==> src/rtl/slave_responder_if.sv <==
// -----------------------------------------------------------------------------
// slave_responder_if
// Single-channel request/acknowledge bus between a bus master and a
// memory-backed responder.
//
// Signals:
//   req    master -> slave  request, qualifies cmd/addr/wdata
//   cmd    master -> slave  1 = write, 0 = read
//   addr   master -> slave  32-bit word address
//   wdata  master -> slave  32-bit write data (ignored on reads)
//   ack    slave -> master  one-cycle completion pulse
//   rdata  slave -> master  read data, valid with ack, held afterwards
//   busy   slave -> master  high from capture through the ack cycle
//   err    slave -> master  address error, valid with ack
//
// Modports: master (drives the request side), slave (drives the response side).
// -----------------------------------------------------------------------------
interface slave_responder_if;
    logic        req;
    logic        cmd;
    logic [31:0] addr;
    logic [31:0] wdata;
    logic        ack;
    logic [31:0] rdata;
    logic        busy;
    logic        err;

    modport master (
        output req, cmd, addr, wdata,
        input  ack, rdata, busy, err
    );

    modport slave (
        input  req, cmd, addr, wdata,
        output ack, rdata, busy, err
    );
endinterface

==> src/rtl/slave_responder.sv <==
// -----------------------------------------------------------------------------
// slave_responder
// Memory-backed bus responder. Captures one transaction per request, waits
// LATENCY cycles, then commits a write or returns read data together with a
// one-cycle ack pulse. With LATENCY = 0 the capture edge goes straight to the
// ack cycle.
//
// Parameters:
//   MEM_DEPTH  number of 32-bit words (power of two, 2..256)
//   LATENCY    wait-state cycles between capture and ack (0..15)
//
// Ports:
//   clk   clock, rising edge
//   rst   asynchronous, active-low reset
//   bus   slave_responder_if.slave (req/cmd/addr/wdata in, ack/rdata/busy/err out)
//
// Optional feature (compile-time macro SLAVE_RANGE_CHECK_EN):
//   defined   : addresses >= MEM_DEPTH complete normally but raise err in the
//               ack cycle; writes are dropped and reads return 0.
//   undefined : the address is truncated to the index width and err is tied 0.
// -----------------------------------------------------------------------------
module slave_responder #(
    parameter int MEM_DEPTH = 16,
    parameter int LATENCY   = 2
) (
    input  logic              clk,
    input  logic              rst,
    slave_responder_if.slave  bus
);

    localparam int         IDX_W = $clog2(MEM_DEPTH);
    localparam logic [3:0] LAT   = 4'(LATENCY);

    localparam logic [1:0] S_IDLE = 2'd0;
    localparam logic [1:0] S_WAIT = 2'd1;
    localparam logic [1:0] S_ACK  = 2'd2;

    logic [1:0]       state;
    logic [3:0]       cnt;

    // Transaction latched at capture; immune to the master changing the bus.
    logic             cmd_q;
    logic [IDX_W-1:0] idx_q;
    logic [31:0]      wdata_q;
`ifdef SLAVE_RANGE_CHECK_EN
    logic             oor_q;
`endif

    logic [31:0]      mem [MEM_DEPTH];
    logic [31:0]      rdata_q;
    logic             err_q;

    logic             capture;
    logic             enter_ack;
    logic             eff_cmd;
    logic [IDX_W-1:0] eff_idx;
    logic [31:0]      eff_wdata;
    logic             eff_oor;

    // With LATENCY = 0 the commit happens on the capture edge itself, so the
    // transaction fields must come straight from the bus in that case.
    always_comb begin
        capture   = (state == S_IDLE) && bus.req;
        enter_ack = (capture && (LATENCY == 0)) ||
                    ((state == S_WAIT) && (cnt == 4'd1));
        eff_cmd   = cmd_q;
        eff_idx   = idx_q;
        eff_wdata = wdata_q;
        eff_oor   = 1'b0;
        if (state == S_IDLE) begin
            eff_cmd   = bus.cmd;
            eff_idx   = bus.addr[IDX_W-1:0];
            eff_wdata = bus.wdata;
`ifdef SLAVE_RANGE_CHECK_EN
            eff_oor   = (bus.addr[31:IDX_W] != '0);
`endif
        end else begin
`ifdef SLAVE_RANGE_CHECK_EN
            eff_oor   = oor_q;
`endif
        end
    end

    // ---- capture stage: latch request fields ----
    always_ff @(posedge clk) begin
        if (capture) begin
            cmd_q   <= bus.cmd;
            idx_q   <= bus.addr[IDX_W-1:0];
            wdata_q <= bus.wdata;
`ifdef SLAVE_RANGE_CHECK_EN
            oor_q   <= (bus.addr[31:IDX_W] != '0);
`endif
        end
    end

    // ---- control: IDLE -> WAIT (cnt = LATENCY) -> ACK -> IDLE ----
    always_ff @(posedge clk or negedge rst) begin
        if (!rst) begin
            state <= S_IDLE;
            cnt   <= 4'd0;
        end else begin
            case (state)
                S_IDLE: begin
                    if (bus.req) begin
                        if (LATENCY == 0) begin
                            state <= S_ACK;
                        end else begin
                            state <= S_WAIT;
                            cnt   <= LAT;
                        end
                    end
                end
                S_WAIT: begin
                    cnt <= cnt - 4'd1;
                    if (cnt == 4'd1) begin
                        state <= S_ACK;
                    end
                end
                S_ACK: begin
                    state <= S_IDLE;
                end
                default: begin
                    state <= S_IDLE;
                end
            endcase
        end
    end

    // ---- commit stage: memory write on the edge entering ACK ----
    // Reset clears every word, so a write pending at reset is lost.
    always_ff @(posedge clk or negedge rst) begin
        if (!rst) begin
            for (int i = 0; i < MEM_DEPTH; i++) begin
                mem[i] <= 32'h0;
            end
        end else if (enter_ack && eff_cmd && !eff_oor) begin
            mem[eff_idx] <= eff_wdata;
        end
    end

    // ---- response stage: read data and error flag ----
    // err is only ever high in the ack cycle; rdata only changes on reads.
    always_ff @(posedge clk or negedge rst) begin
        if (!rst) begin
            rdata_q <= 32'h0;
            err_q   <= 1'b0;
        end else begin
            err_q <= 1'b0;
            if (enter_ack) begin
                err_q <= eff_oor;
                if (!eff_cmd) begin
                    rdata_q <= eff_oor ? 32'h0 : mem[eff_idx];
                end
            end
        end
    end

    assign bus.ack   = (state == S_ACK);
    assign bus.busy  = (state != S_IDLE);
    assign bus.rdata = rdata_q;
    assign bus.err   = err_q;

endmodule
==> src/flat_wrapper.sv <==
// flat-port wrapper written by rule: the top's interface ports become plain ports
module slave_responder_flat 
#(
    parameter int MEM_DEPTH = 16,
    parameter int LATENCY   = 2
)
  (clk, rst, bus_req, bus_cmd, bus_addr, bus_wdata, bus_ack, bus_rdata, bus_busy, bus_err);
  slave_responder_if bus_i ();
  input  logic clk;
  input  logic rst;
  input wire logic [$bits(bus_i.req)-1:0] bus_req;
  input wire logic [$bits(bus_i.cmd)-1:0] bus_cmd;
  input wire logic [$bits(bus_i.addr)-1:0] bus_addr;
  input wire logic [$bits(bus_i.wdata)-1:0] bus_wdata;
  output wire logic [$bits(bus_i.ack)-1:0] bus_ack;
  output wire logic [$bits(bus_i.rdata)-1:0] bus_rdata;
  output wire logic [$bits(bus_i.busy)-1:0] bus_busy;
  output wire logic [$bits(bus_i.err)-1:0] bus_err;
  assign bus_i.req = bus_req;
  assign bus_i.cmd = bus_cmd;
  assign bus_i.addr = bus_addr;
  assign bus_i.wdata = bus_wdata;
  assign bus_ack = bus_i.ack;
  assign bus_rdata = bus_i.rdata;
  assign bus_busy = bus_i.busy;
  assign bus_err = bus_i.err;
  slave_responder #(.MEM_DEPTH(MEM_DEPTH), .LATENCY(LATENCY)) u_core (.clk(clk), .rst(rst), .bus(bus_i));
endmodule
==> config.mk <==
export PLATFORM = sky130hd
export DESIGN_NAME = slave_responder_flat
export DESIGN_NICKNAME = d
export VERILOG_FILES = /design/src/rtl/slave_responder_if.sv /design/src/rtl/slave_responder.sv /design/src/flat_wrapper.sv
export SDC_FILE = /design/constraint.sdc
export NUM_CORES = 1
export LEC_CHECK = 0
export CAP_MARGIN = 25
export CORE_MARGIN = 3
export CORE_UTILIZATION = 60
export DETAILED_ROUTE_END_ITERATION = 8
export PLACE_DENSITY = 0.79
export SYNTH_ARGS = -nofsm -noshare
export SYNTH_HDL_FRONTEND = slang
export SYNTH_SLANG_ARGS = --single-unit
==> constraint.sdc <==
create_clock -name clk -period 2.9 [get_ports clk]
set_input_delay 0.29 -clock clk [delete_from_list [all_inputs] [get_ports clk]]
set_output_delay 0.29 -clock clk [all_outputs]
set_load 0.02 [all_outputs]
; ---- Yosys cells after proc, flatten, opt, wreduce, memory -nomap -nowiden
; Cells that the tools add are included.
[op_classes]
add_sub_neg = 1
order_cmp = 2
eq_ne = 5
n_mux = 14
bitwise = 2
reduce_logical = 10
[op_table]
columns = op, n
row1 = $bwmux W512, 1
row2 = $bmux W32 S4, 1
row3 = $demux W32 S4, 1
row4 = $mux W32, 4
row5 = $mux W4, 2
row6 = $pmux W4 S2, 1
row7 = $reduce_and A2 Y1, 3
row8 = $ge A5 B5 Y1 const B, 1
row9 = $lt A5 B1 Y1 const B, 1
row10 = $not A4 Y5, 1
row11 = $eq A4 B1 Y1 const B, 1
row12 = $logic_and A1 B1 Y1, 4
row13 = $mux W2, 2
row14 = $ne A2 B2 Y1 const B, 2
row15 = $pmux W2 S2, 1
row16 = $reduce_bool A2 Y1, 2
row17 = $sub A4 B1 Y4 const B, 1
row18 = $eq A2 B1 Y1 const B, 1
row19 = $eq A2 B2 Y1 const B, 1
row20 = $logic_not A2 Y1, 1
row21 = $mux W1, 1
row22 = $not A1 Y1, 1
[word_totals]
ff_bits = 587
inputBits = 68

; ---- Logic depth before layout (Yosys ltp)
[logic_depth]
ltp_word = 8
ltp_mapped = 10
depth_no_buf = 7

; ---- Worst setup path after synthesis
; No wires, ideal clock.
[synth_path]
path_kind = register to register
from = register u_core.state[0]
to = register u_core.cmd_q, enable pin
setup_ns = 0.398
t_arrival_ns = 2.112
required_time_ns = 2.502
setup_slack_ns = 0.390
path_stages_with_launch = 6
cell_sequence = dfrtp_1 > buf_4 > nor2_8 > buf_6 > buf_2 > and2_1
[synth_between]
elab_chain_cells = 2
[synth_lines]
columns = element, line
row1 = from (decl), slave_responder.sv:38  ; logic [1:0] state;
row2 = from (signal assigned), slave_responder.sv:99  ; state <= S_IDLE;
row3 = from (signal assigned), slave_responder.sv:106  ; state <= S_ACK;
row4 = from (signal assigned), slave_responder.sv:108  ; state <= S_WAIT;
row5 = $logic_not A2 Y1, slave_responder.sv:63  ; capture = (state == S_IDLE) && bus.req;
row6 = $logic_and A1 B1 Y1, slave_responder.sv:63
row7 = via u_core.capture, slave_responder.sv:53  ; logic capture;
row8 = to (signal assigned), slave_responder.sv:87  ; cmd_q <= bus.cmd;
row9 = to (decl), slave_responder.sv:42  ; logic cmd_q;
; The timed path passes the listed nets, and every way through them passes these cells.
; A chain may end at the register's enable or synchronous reset.

; ---- Final worst setup path
[layout_path]
from = register u_core.state[0]
to = register u_core.rdata_q[31] (netlist: u_core.bus.rdata[31])
[layout_between]
elab_chain_cells = 6
[layout_lines]
columns = element, line
row1 = $logic_not A2 Y1, slave_responder.sv:70  ; if (state == S_IDLE) begin
row2 = $mux W4, slave_responder.sv:70
row3 = $not A4 Y5 (not written as such), slave_responder.sv:152  ; rdata_q <= eff_oor ? 32'h0 : mem[eff_idx];
row4 = $bmux W32 S4, slave_responder.sv:152
row5 = $mux W32 (not written as such) (2 in a row), slave_responder.sv:152
row6 = to (signal assigned), slave_responder.sv:152
row7 = to (decl), slave_responder.sv:50  ; logic [31:0] rdata_q;
; Parallel ways exist; a longest one is shown, timed or not. The select of a mux whose other input is x is not followed.

==> results.md <==
- Synth Net Count: 2,483
- Synth warn: 0
- Flops & latches, synth: 587
- Num CTS Buffers: 57
- Clk pin slew, worst setup/hold paths: 0.06 ns
- Worst VDD drop: 0.7327 mV
- Fin nets: 2,520
- Die Wd: 208.6 µm
- Most frequent cells in the layout: a21oi_1 (655), dfrtp_1 (550), nor2_1 (546)
- Largest net degree at the start of global routing: 106
- Final setup fails: 0
- Async SR Flop Fraction: 93.70%
- # DRC: 0
- DIE AREA: 43,490 µm²
- H-tree levels: 2
- Clk sink count: 587
- GRT Total Usage: 30.48%
- Via-per-instance ratio: 6.375
- Filler Cell Count: 2,809
- Layout cell share with drive strength beyond 1: 10.94%
- RSZ-0062 raised after global routing: no
- WL per Instance: 22.01 µm
- First-pass iteration count of the detailed router: 6
- Slowest CP cell: nor4_1
- Worst-case reg-to-reg path depth: 9
- R2r setup slk: 0.12 ns
- Worst slew pin tran: 0.7757 ns
- CP Launch Type: register
- Dpl hpwl: 38.84 mm
- Clk_lat worst skew: 0.61 ns
- Tot Pwr: 31.05 mW
- Vias in the first global route: 19,581
- Area Overhead vs Synth: 15.31%
- Status: finished clean
- Final Cycle Share: 95.93%
- Reg-to-Reg End: u_core.bus.rdata[31]
- FF+latch area: 14,870 µm²
- Mapped cell area: 24,620 µm²
- Setup bufs post-CTS: 0
- Crit path capture type: register
- First-pass GRT wire length: 105.6 mm
- CTS tree: yes
- Final Core Density: 70.79%
- Fmax: 359.4 MHz
- Fin crit period: 2.782 ns
- CP Capture Point: u_core.bus.rdata[31]
- Final instance area: 28,390 µm²
- Syn Inst Count: 2,413
- CP max FO: 58
- Initial antenna violation count: 1
- Area of the multi-input gates: 8631 µm²
- Synth Area per Inst: 10.20 µm²
- Max transition margin: 47.81%
- Ports: 103
- Diode count: 0
- Max incr delay on CP: 0.70 ns
- Vias: 19,259
- Worst Setup SP: u_core.state[0]
- Clock skew: 0.01682 ns
- CTS Buffer Depth: 3
- Setup ws final: 0.1179 ns
- Num rows: 73
- Hold Path Stages: 1
- Main synth FF type: dfrtp_1
- Die Span Y: 208.6 µm
- MaxCap Viol Count: 0
- Post-synth EDFFs: 37
- CP arrival: 3.24 ns
- Grt ovf: 0
- LEAKAGE: 12.23 nW
- Pwr/cell area: 1094 nW/µm²
- Critical Path RT: 3.36 ns
- PortBufs: 73
- Commonest non-fill, non-tap cell in the layout: a21oi_1
- Antenna viol nets, final: 0
- CTS root buffer: clkbuf_16
- Core Region: 40,100 µm²
- CP dominant cell by count: a21oi_1
- Slew Viols, Final: 0
- Setup TNS: 0 ns
- Fin. Hold Viols: 0
- HP Class: primary input to register
- Initial core utilization: 61.39%
- Total placed instance area: 26,480 µm²
- Routed WL: 66.48 mm
- Initial drt markers: 1,929
- DP Worst Slack: 0.09255 ns
- Seq/Total Area, Yosys: 60.42%
- Worst flop-to-flop path startpoint: u_core.state[0]
- Gpl congestion: 0.8267
- Setup CP Type: register to register
- CP Cell Sequence: nor2_8 -> buf_4 -> inv_2 -> o21ai_4 -> buf_12 -> a22oi_1 -> a21oi_1 -> nor4_1 -> a21oi_1
- Synth cell types: 42
-- sequential cells by signal, indices dropped and copies added, names as in the netlist --
signal / cells
u_core.bus.rdata: 32
u_core.cmd_q: 1
u_core.cnt: 4
u_core.idx_q: 4
u_core.mem: 512
u_core.state: 2
u_core.wdata_q: 32
-- worst min path at each step --
stage	from	endpoint	slack (ns)
floorplan	rst	u_core.bus.rdata[0]	-0.006
global placement	rst	u_core.bus.rdata[2]	0.31
detailed placement	rst	u_core.bus.rdata[15]	0.31
CTS	bus_cmd	u_core.cmd_q	0.21
global route	bus_cmd	u_core.cmd_q	0.23
finish	bus_cmd	u_core.cmd_q	0.23
-- final cells by class --
type / instances / share of cell area [%]
flip-flops and latches: 587 / 52.40
multi-input cells: 1597 / 30.41
repair buffers: 201 / 8.331
clock buffers: 82 / 5.814
well taps: 525 / 2.314
clock inverters: 23 / 0.6568
inverters: 6 / 0.07934
-- stage by stage --
step	hold WS, ns	std cells
CTS	0.2111	3020
global route	0.2251	3021
detailed placement	0.3077	2914
finish	0.2342	3021
floorplan	-0.005591	2413
global placement	0.3051	2914
-- what timing repair did --
item / CTS / global route
gates resized for setup: 0 / 6
hold buffers: 1 / 0
endpoints found under the hold margin: 67 / 0
setup endpoints to repair: 0 / 71
-- per-layer routing --
layer / up-vias / share of wire (%) / global-route usage, %
met5: - / 0.018 / 0
met4: 2 / 3.5 / 12.84
met3: 156 / 8.1 / 4.569
met2: 949 / 49 / 50.62
met1: 9562 / 39 / 40.60
li1: 8590 / - / -
-- cell usage after synthesis, drive strengths merged (3+ instances only) --
cell / number / area (µm²)
a21oi: 673 / 3436
o21ai: 4 / 27.53
nor3: 7 / 85.08
inv: 6 / 22.52
a22oi: 256 / 1922
nand2: 3 / 11.26
dfrtp: 550 / 13760
clkbuf: 47 / 176.4
edfxtp: 37 / 1111
nor4: 32 / 200.2
nor3b: 14 / 125.1
nor2: 547 / 2069
nand2b: 4 / 25.02
buf: 176 / 1043
mux2i: 33 / 330.3
a31oi: 4 / 85.08
-- power by group --
part / internal (mW) / switching (mW) / total (mW) / leakage, nW
Clock: 4.13 / 3.13 / 7.26 / 0.913
Combinational: 3.95 / 5.66 / 9.61 / 3.68
Sequential: 12.0 / 2.14 / 14.2 / 7.64
-- kinds of logic (layout without fill, tap and decap cells) --
kind of cell | count (synthesis) | after routing | share of synthesized area, %
muxes | 33 | 33 | 1.342
AOI/OAI and AO/OA | 945 | 945 | 22.50
and+or+nand+nor | 616 | 616 | 10.57
adders and majority gates | 2 | 2 | 0.1016
buffers and inverters | 229 | 312 | 5.047
other | 1 | 1 | 0.01523
DFF | 587 | 587 | 60.42
-- critical path: cells and delay by family (launching register included) --
family | cells | cell delay (ns)
simple gates | 2 | 0.81
buf+inv | 3 | 0.65
flops | 1 | 0.59
compound gates | 4 | 0.57
Power figures use the tool's default switching activity.
